==> src/rtl/conduit_csr_pkg.sv <==
// conduit_csr_pkg: register map offsets, FSM states and address decode helpers for conduit_csr_bank
package conduit_csr_pkg;
  localparam int CSR_DW = 32;
  localparam logic [11:0] OFF_CTRL     = 12'h000;
  localparam logic [11:0] OFF_STATUS   = 12'h004;
  localparam logic [11:0] OFF_IRQ_STAT = 12'h008;
  localparam logic [11:0] OFF_IRQ_EN   = 12'h00C;
  localparam logic [11:0] OFF_SCRATCH  = 12'h010;
  typedef enum logic [1:0] {IDLE, WAIT, RESP, ERR} csr_state_e;
  typedef struct packed {
    logic       hit;
    logic       ro;
    logic [4:0] idx;
  } csr_dec_t;
  // idx is the word offset; only meaningful when hit is set
  function automatic csr_dec_t csr_decode(input logic [11:0] addr, input int unsigned n_scratch);
    logic [9:0] word;
    word = addr[11:2];
    csr_decode.hit = (addr[1:0] == 2'b00) && (word < OFF_SCRATCH[11:2] + 10'(n_scratch));
    csr_decode.ro  = word == OFF_STATUS[11:2];
    csr_decode.idx = word[4:0];
  endfunction
  function automatic logic [31:0] csr_lane_mask(input logic [3:0] strb);
    logic [31:0] m;
    m = '0;
    for (int b = 0; b < 4; b++) m[8*b +: 8] = {8{strb[b]}};
    return m;
  endfunction
endpackage

==> src/rtl/csr_w1c_reg.sv <==
// csr_w1c_reg: write-1-to-clear status register where same-cycle hardware sets win over clears
module csr_w1c_reg #(
  parameter int N = 8
) (
  input  logic         i_clk,
  input  logic         i_rst_n,
  input  logic [N-1:0] i_set,
  input  logic         i_clr_en,
  input  logic [N-1:0] i_clr,
  output logic [N-1:0] o_q
);
  logic [N-1:0] r_q;
  always_ff @(posedge i_clk or negedge i_rst_n) begin
    if (!i_rst_n) r_q <= '0;
    else r_q <= i_set | (r_q & ~(i_clr_en ? i_clr : '0));
  end
  assign o_q = r_q;
endmodule

==> src/rtl/conduit_csr_bank.sv <==
// conduit_csr_bank: CSR bank behind the APB conduit with wait states, W1C IRQ status and error responses
module conduit_csr_bank
  import conduit_csr_pkg::*;
#(
  parameter int D_WIDTH     = CSR_DW,
  parameter int N_SCRATCH   = 4,
  parameter int N_EVT       = 8,
  parameter int WAIT_CYCLES = 0
) (
  input  logic                   pclk,
  input  logic                   presetn,
  input  logic                   con_wr,
  input  logic                   con_rd,
  input  logic [11:0]            con_waddr,
  input  logic [11:0]            con_raddr,
  input  logic [D_WIDTH-1:0]     con_wdata,
  input  logic [D_WIDTH/8-1:0]   con_wbyte_enable,
  input  logic [D_WIDTH/8-1:0]   con_rbyte_enable,
  output logic                   con_wr_ack,
  output logic                   con_read_valid,
  output logic [D_WIDTH-1:0]     con_rdata,
  output logic                   con_slv_error,
  input  logic [D_WIDTH-1:0]     hw_status,
  input  logic [N_EVT-1:0]       hw_event,
  output logic [D_WIDTH-1:0]     ctrl,
  output logic                   irq
);
  csr_state_e           r_state;
  logic [3:0]           r_cnt;
  logic                 r_is_wr;
  logic                 r_err_pend;
  logic [11:0]          r_addr;
  logic [D_WIDTH-1:0]   r_wdata;
  logic [D_WIDTH/8-1:0] r_strb;
  logic                 r_wr_ack;
  logic                 r_read_valid;
  logic                 r_slv_error;
  logic                 r_irq;
  logic [D_WIDTH-1:0]   r_rdata;
  logic [D_WIDTH-1:0]   r_ctrl;
  logic [N_EVT-1:0]     r_irq_en;
  logic [D_WIDTH-1:0]   r_scratch [N_SCRATCH];
  logic                 w_idle;
  logic                 w_req;
  logic                 w_is_wr;
  logic [11:0]          w_addr;
  logic [D_WIDTH-1:0]   w_wdata;
  logic [D_WIDTH/8-1:0] w_strb;
  logic [D_WIDTH-1:0]   w_wmask;
  csr_dec_t             w_dec;
  logic                 w_err;
  logic                 w_fire;
  logic                 w_commit;
  logic [D_WIDTH-1:0]   w_rd_val;
  logic [N_EVT-1:0]     w_irq_stat;
  logic                 w_unused;
  // In IDLE the request is decoded straight from the inputs so a zero-wait access responds next cycle
  assign w_idle   = r_state == IDLE;
  assign w_req    = w_idle && (con_wr || con_rd);
  assign w_is_wr  = w_idle ? con_wr : r_is_wr;
  assign w_addr   = w_idle ? (con_wr ? con_waddr : con_raddr) : r_addr;
  assign w_wdata  = w_idle ? con_wdata : r_wdata;
  assign w_strb   = w_idle ? con_wbyte_enable : r_strb;
  assign w_wmask  = csr_lane_mask(w_strb);
  assign w_dec    = csr_decode(w_addr, N_SCRATCH);
  assign w_err    = !w_dec.hit || (w_is_wr && w_dec.ro);
  assign w_fire   = (w_req && WAIT_CYCLES == 0) || (r_state == WAIT && r_cnt == 4'd0);
  assign w_commit = w_fire && w_is_wr && !w_err;
  assign w_unused = ^con_rbyte_enable;
  always_comb begin
    w_rd_val = w_dec.idx == OFF_CTRL[6:2]     ? r_ctrl :
               w_dec.idx == OFF_STATUS[6:2]   ? hw_status :
               w_dec.idx == OFF_IRQ_STAT[6:2] ? D_WIDTH'(w_irq_stat) :
               w_dec.idx == OFF_IRQ_EN[6:2]   ? D_WIDTH'(r_irq_en) : '0;
    for (int i = 0; i < N_SCRATCH; i++)
      if (w_dec.idx == OFF_SCRATCH[6:2] + 5'(i)) w_rd_val = r_scratch[i];
  end
  always_ff @(posedge pclk or negedge presetn) begin
    if (!presetn) begin
      r_state      <= IDLE;
      r_cnt        <= '0;
      r_is_wr      <= 1'b0;
      r_err_pend   <= 1'b0;
      r_addr       <= '0;
      r_wdata      <= '0;
      r_strb       <= '0;
      r_wr_ack     <= 1'b0;
      r_read_valid <= 1'b0;
      r_slv_error  <= 1'b0;
      r_rdata      <= '0;
    end else begin
      r_wr_ack     <= 1'b0;
      r_read_valid <= 1'b0;
      r_slv_error  <= 1'b0;
      if (w_req) begin
        r_is_wr <= con_wr;
        r_addr  <= w_addr;
        r_wdata <= con_wdata;
        r_strb  <= con_wbyte_enable;
        r_cnt   <= 4'(WAIT_CYCLES - 1);
      end
      if (w_fire) begin
        r_state      <= RESP;
        r_wr_ack     <= w_is_wr;
        r_read_valid <= !w_is_wr;
        r_err_pend   <= w_err;
        if (!w_is_wr) r_rdata <= w_err ? '0 : w_rd_val;
      end else if (w_req) r_state <= WAIT;
      else if (r_state == WAIT) r_cnt <= r_cnt - 4'd1;
      else if (r_state == RESP) begin
        r_state     <= r_err_pend ? ERR : IDLE;
        r_slv_error <= r_err_pend;
      end else r_state <= IDLE;
    end
  end
  always_ff @(posedge pclk or negedge presetn) begin
    if (!presetn) begin
      r_ctrl   <= '0;
      r_irq_en <= '0;
      r_irq    <= 1'b0;
      for (int i = 0; i < N_SCRATCH; i++) r_scratch[i] <= '0;
    end else begin
      r_irq <= |(w_irq_stat & r_irq_en);
      if (w_commit && w_dec.idx == OFF_CTRL[6:2])
        r_ctrl <= (r_ctrl & ~w_wmask) | (w_wdata & w_wmask);
      if (w_commit && w_dec.idx == OFF_IRQ_EN[6:2])
        r_irq_en <= (r_irq_en & ~w_wmask[N_EVT-1:0]) | (w_wdata[N_EVT-1:0] & w_wmask[N_EVT-1:0]);
      for (int i = 0; i < N_SCRATCH; i++)
        if (w_commit && w_dec.idx == OFF_SCRATCH[6:2] + 5'(i))
          r_scratch[i] <= (r_scratch[i] & ~w_wmask) | (w_wdata & w_wmask);
    end
  end
  csr_w1c_reg #(.N(N_EVT)) u_irq_stat (
    .i_clk    (pclk),
    .i_rst_n  (presetn),
    .i_set    (hw_event),
    .i_clr_en (w_commit && w_dec.idx == OFF_IRQ_STAT[6:2]),
    .i_clr    (w_wdata[N_EVT-1:0] & w_wmask[N_EVT-1:0]),
    .o_q      (w_irq_stat)
  );
  assign con_wr_ack     = r_wr_ack;
  assign con_read_valid = r_read_valid;
  assign con_rdata      = r_rdata;
  assign con_slv_error  = r_slv_error;
  assign ctrl           = r_ctrl;
  assign irq            = r_irq;
endmodule
==> config.mk <==
export PLATFORM = sky130hd
export DESIGN_NAME = conduit_csr_bank
export DESIGN_NICKNAME = d
export VERILOG_FILES = /design/src/rtl/conduit_csr_pkg.sv /design/src/rtl/csr_w1c_reg.sv /design/src/rtl/conduit_csr_bank.sv
export SDC_FILE = /design/constraint.sdc
export NUM_CORES = 1
export LEC_CHECK = 0
export ABC_CLOCK_PERIOD_IN_PS = 3300
export CORE_AREA = 2 2 220 222
export CTS_CLUSTER_SIZE = 20
export DETAILED_ROUTE_END_ITERATION = 12
export DIE_AREA = 0 0 222 224
export GPL_ROUTABILITY_DRIVEN = 1
export PLACE_DENSITY = 0.56
export SKIP_CTS_REPAIR_TIMING = 1
export SLEW_MARGIN = 20
export SYNTH_ARGS = -nofsm -noshare
export SYNTH_HDL_FRONTEND = slang
export SYNTH_SLANG_ARGS = --single-unit
==> constraint.sdc <==
create_clock -name pclk -period 3.3 [get_ports pclk]
set_input_delay 0.33 -clock pclk [delete_from_list [all_inputs] [get_ports pclk]]
set_output_delay 0.33 -clock pclk [all_outputs]
set_load 0.03 [all_outputs]
==> reports/results.ini <==
[run_status]
status = finished, final reports clean

[logic_synthesis]
synth_warnings = 0
ys_seq_area_frac = 0.511
avgSynthCellArea_um2 = 11.4
synth_nets = 1259
synthesis.area_um2 = 13100
syn_inst = 1149
synth_edf_count = 0
synth_top_area_cell = dfrtp_1
synth_cell_types = 56
synth_top_area_share = 0.511
netlist_top_cells_area = dfrtp_1 (51%), mux2_2 (17%), nand2_1 (4.4%)
yosys_register_bits = 268
ys_async_sr_fraction = 1.00
ys.flop_type = dfrtp_1

[sta]
setup_violations = 0
holdWs_ns = 0.350
period_share = 0.903
slew-limit-headroom = 0.400
hold_viol = 0
slew_violations = 0
fin_setup_tns_ns = 0
fmax_mhz = 335
fin_skew_ns = 0.0142
worst_pin_slew_ns = 0.899
rsz0062_at_grt = no
post-route-min-period_ns = 2.98

[worst_setup_path]
critPathMaxStageDelay_ns = 0.43
crit_family = simple AND/OR/NAND/NOR gates
crit_path_max_fanout = 8
end_kind = flip-flop
worst-path-buf-inv = 1
arrival_ns = 3.40
worstPathCellList = inv_1 > ha_1 > or3b_1 > o22ai_1 > o2111ai_2 > nor2_1 > nand4_2 > mux2_2
start_kind = flip-flop
slowest_stage = nand4_2
required_ns = 3.72
crit_type = flip-flop to flip-flop

[floorplan]
io_pins = 176
fp.dieArea_um2 = 49700
die_w_um = 222
initial_core_util = 0.277
fp-row-count = 80
core_area_um2 = 47300
die_y_um = 224

[finish]
diodes = 0
nNetsFinal = 1456
area_growth_pct = 29.2
fillers = 4688
ff_latch_area_um2 = 6710
multi_input_area_um2 = 6080
drive_gt1_frac = 0.248
fin_area_um2 = 16900
finalNonFillerCells = 1985

[clocking]
cts_tree = built
clkTransAtPathRegs_ns = 0.06
htreeDepth = 2
cts_root_buf = clkbuf_16
clock_insertion_delay_worst_skew_ns = 0.54
cts_buffers = 34
cts.path.max_buffers = 3
clock-sinks = 268

[global_routing]
grt_start_max_net_pins = 102
grt_antenna_before_repair = 0
gr-total-overflow = 0
track_usage = 0.162
grt_pass1_vias = 10319
grt_pass1_wl_um = 61900

[detailed_routing]
viasPerCell = 4.88
dr.pass1.iters = 5
drt_wl_total_um = 39500
drtIter0Drc = 543
vias = 9696
ant_nets = 0
avgRoutedWirePerCell_um = 19.9
drcViolationCount = 0

[place]
port_buffers = 171
postPlaceCellArea_um2 = 15900
hpwlAfterDp_um = 27100
dpl.cell_count = 1924
routabilityCongestion = 0.821

[power_and_ir_drop]
p_per_area_nw_per_um2 = 753
peakVddDrop_v = 0.000447
leakagePower_uw = 0.00772

[worst_hold_path]
hold_class = primary input to flip-flop

[flow_run]
drv_cap = 0

-- stage by stage --
step	utilization	setup slack [ns]	power (µW)
4_1_cts	0.358	0.214	12900
3_3_place_gp	0.335	0.0452	9190
6_report	0.358	0.319	12800
5_1_grt	0.358	0.102	13600
3_5_place_dp	0.335	0.00573	9270
2_1_floorplan	-	0.599	7290
-- power breakdown --
part	internal [µW]	switching (µW)	total [µW]
Combinational	1980	3350	5330
Clock	2150	1440	3590
Sequential	3640	199	3840
Total	7770	4990	12800
-- metal layers --
layer	GRT usage	vias to the layer above	wire, µm
met5	0	-	0
met4	0.0493	0	743
met3	0.0303	39	1700
met2	0.281	207	19700
met1	0.205	4921	17400
li1	-	4529	-
-- worst min-delay path: stages --
cell and delay [ns]:
clkdlybuf4s50_1 0.41, nand2_1 0.06, nand2_1 0.04
-- cells in the mapped netlist (all sizes together), types with 7 or more instances --
master   number
o22ai        25
nand2       155
buf          19
or4           7
clkbuf       43
o21ai        42
a21boi        7
or3           7
nand3        13
nand4        14
a21oi        37
a2bb2oi      25
o2bb2ai      23
mux2        219
nor3         21
dfrtp       268
o32ai         7
nor2         81
mux2i        59
a31oi         8
a41oi         7
o21a          7
inv          25
-- path summary, 6_finish.rpt --
path,from,to,slack (ns),depth (start not counted)
min in group asynchronous,presetn,r_wdata[2],0.37,2
hold reg to reg,r_strb[0],r_strb[0],0.47,2
setup / recovery,r_cnt[0],flip-flop,0.32,8
max in group asynchronous,presetn,asynchronous set/reset pin,1.92,3
setup reg to reg,r_cnt[0],flip-flop,0.32,8
hold / removal,con_wdata[16],r_wdata[16],0.35,3
-- area by class of cell --
class / count / area share
clock buffer: 51 / 0.0581
clock inverter: 9 / 0.00524
inverter: 25 / 0.00554
multi-input combinational: 794 / 0.359
sequential: 268 / 0.396
tap: 615 / 0.0454
timing repair buffer: 223 / 0.131
-- kinds of logic (layout without fill, tap and decap cells) --
family	count (synthesis)	after routing	synth area share
xor+xnor	3	3	0.00200
flops	268	268	0.511
mux	278	278	0.237
compound gates	202	202	0.105
fa+ha+maj	2	2	0.00191
simple gates	309	309	0.115
buf+inv	87	308	0.0285
-- layout by cell type, fill, tap and decap left out, types with 8 or more instances in the layout --
cell and instances:
dfrtp_1 268, mux2_2 201, clkdlybuf4s50_1 170, nand2_1 155, nor2_1 76, mux2i_1 55, buf_4 42, o21ai_0 41
a21oi_1 37, clkbuf_16 34, inv_1 25, a2bb2oi_1 25, o22ai_1 25, o2bb2ai_1 23, nor3_1 20, mux2_1 15
clkbuf_1 10, buf_12 9, nand4_2 8, a31oi_1 8
No activity file was read; power rests on OpenSTA's default activity.
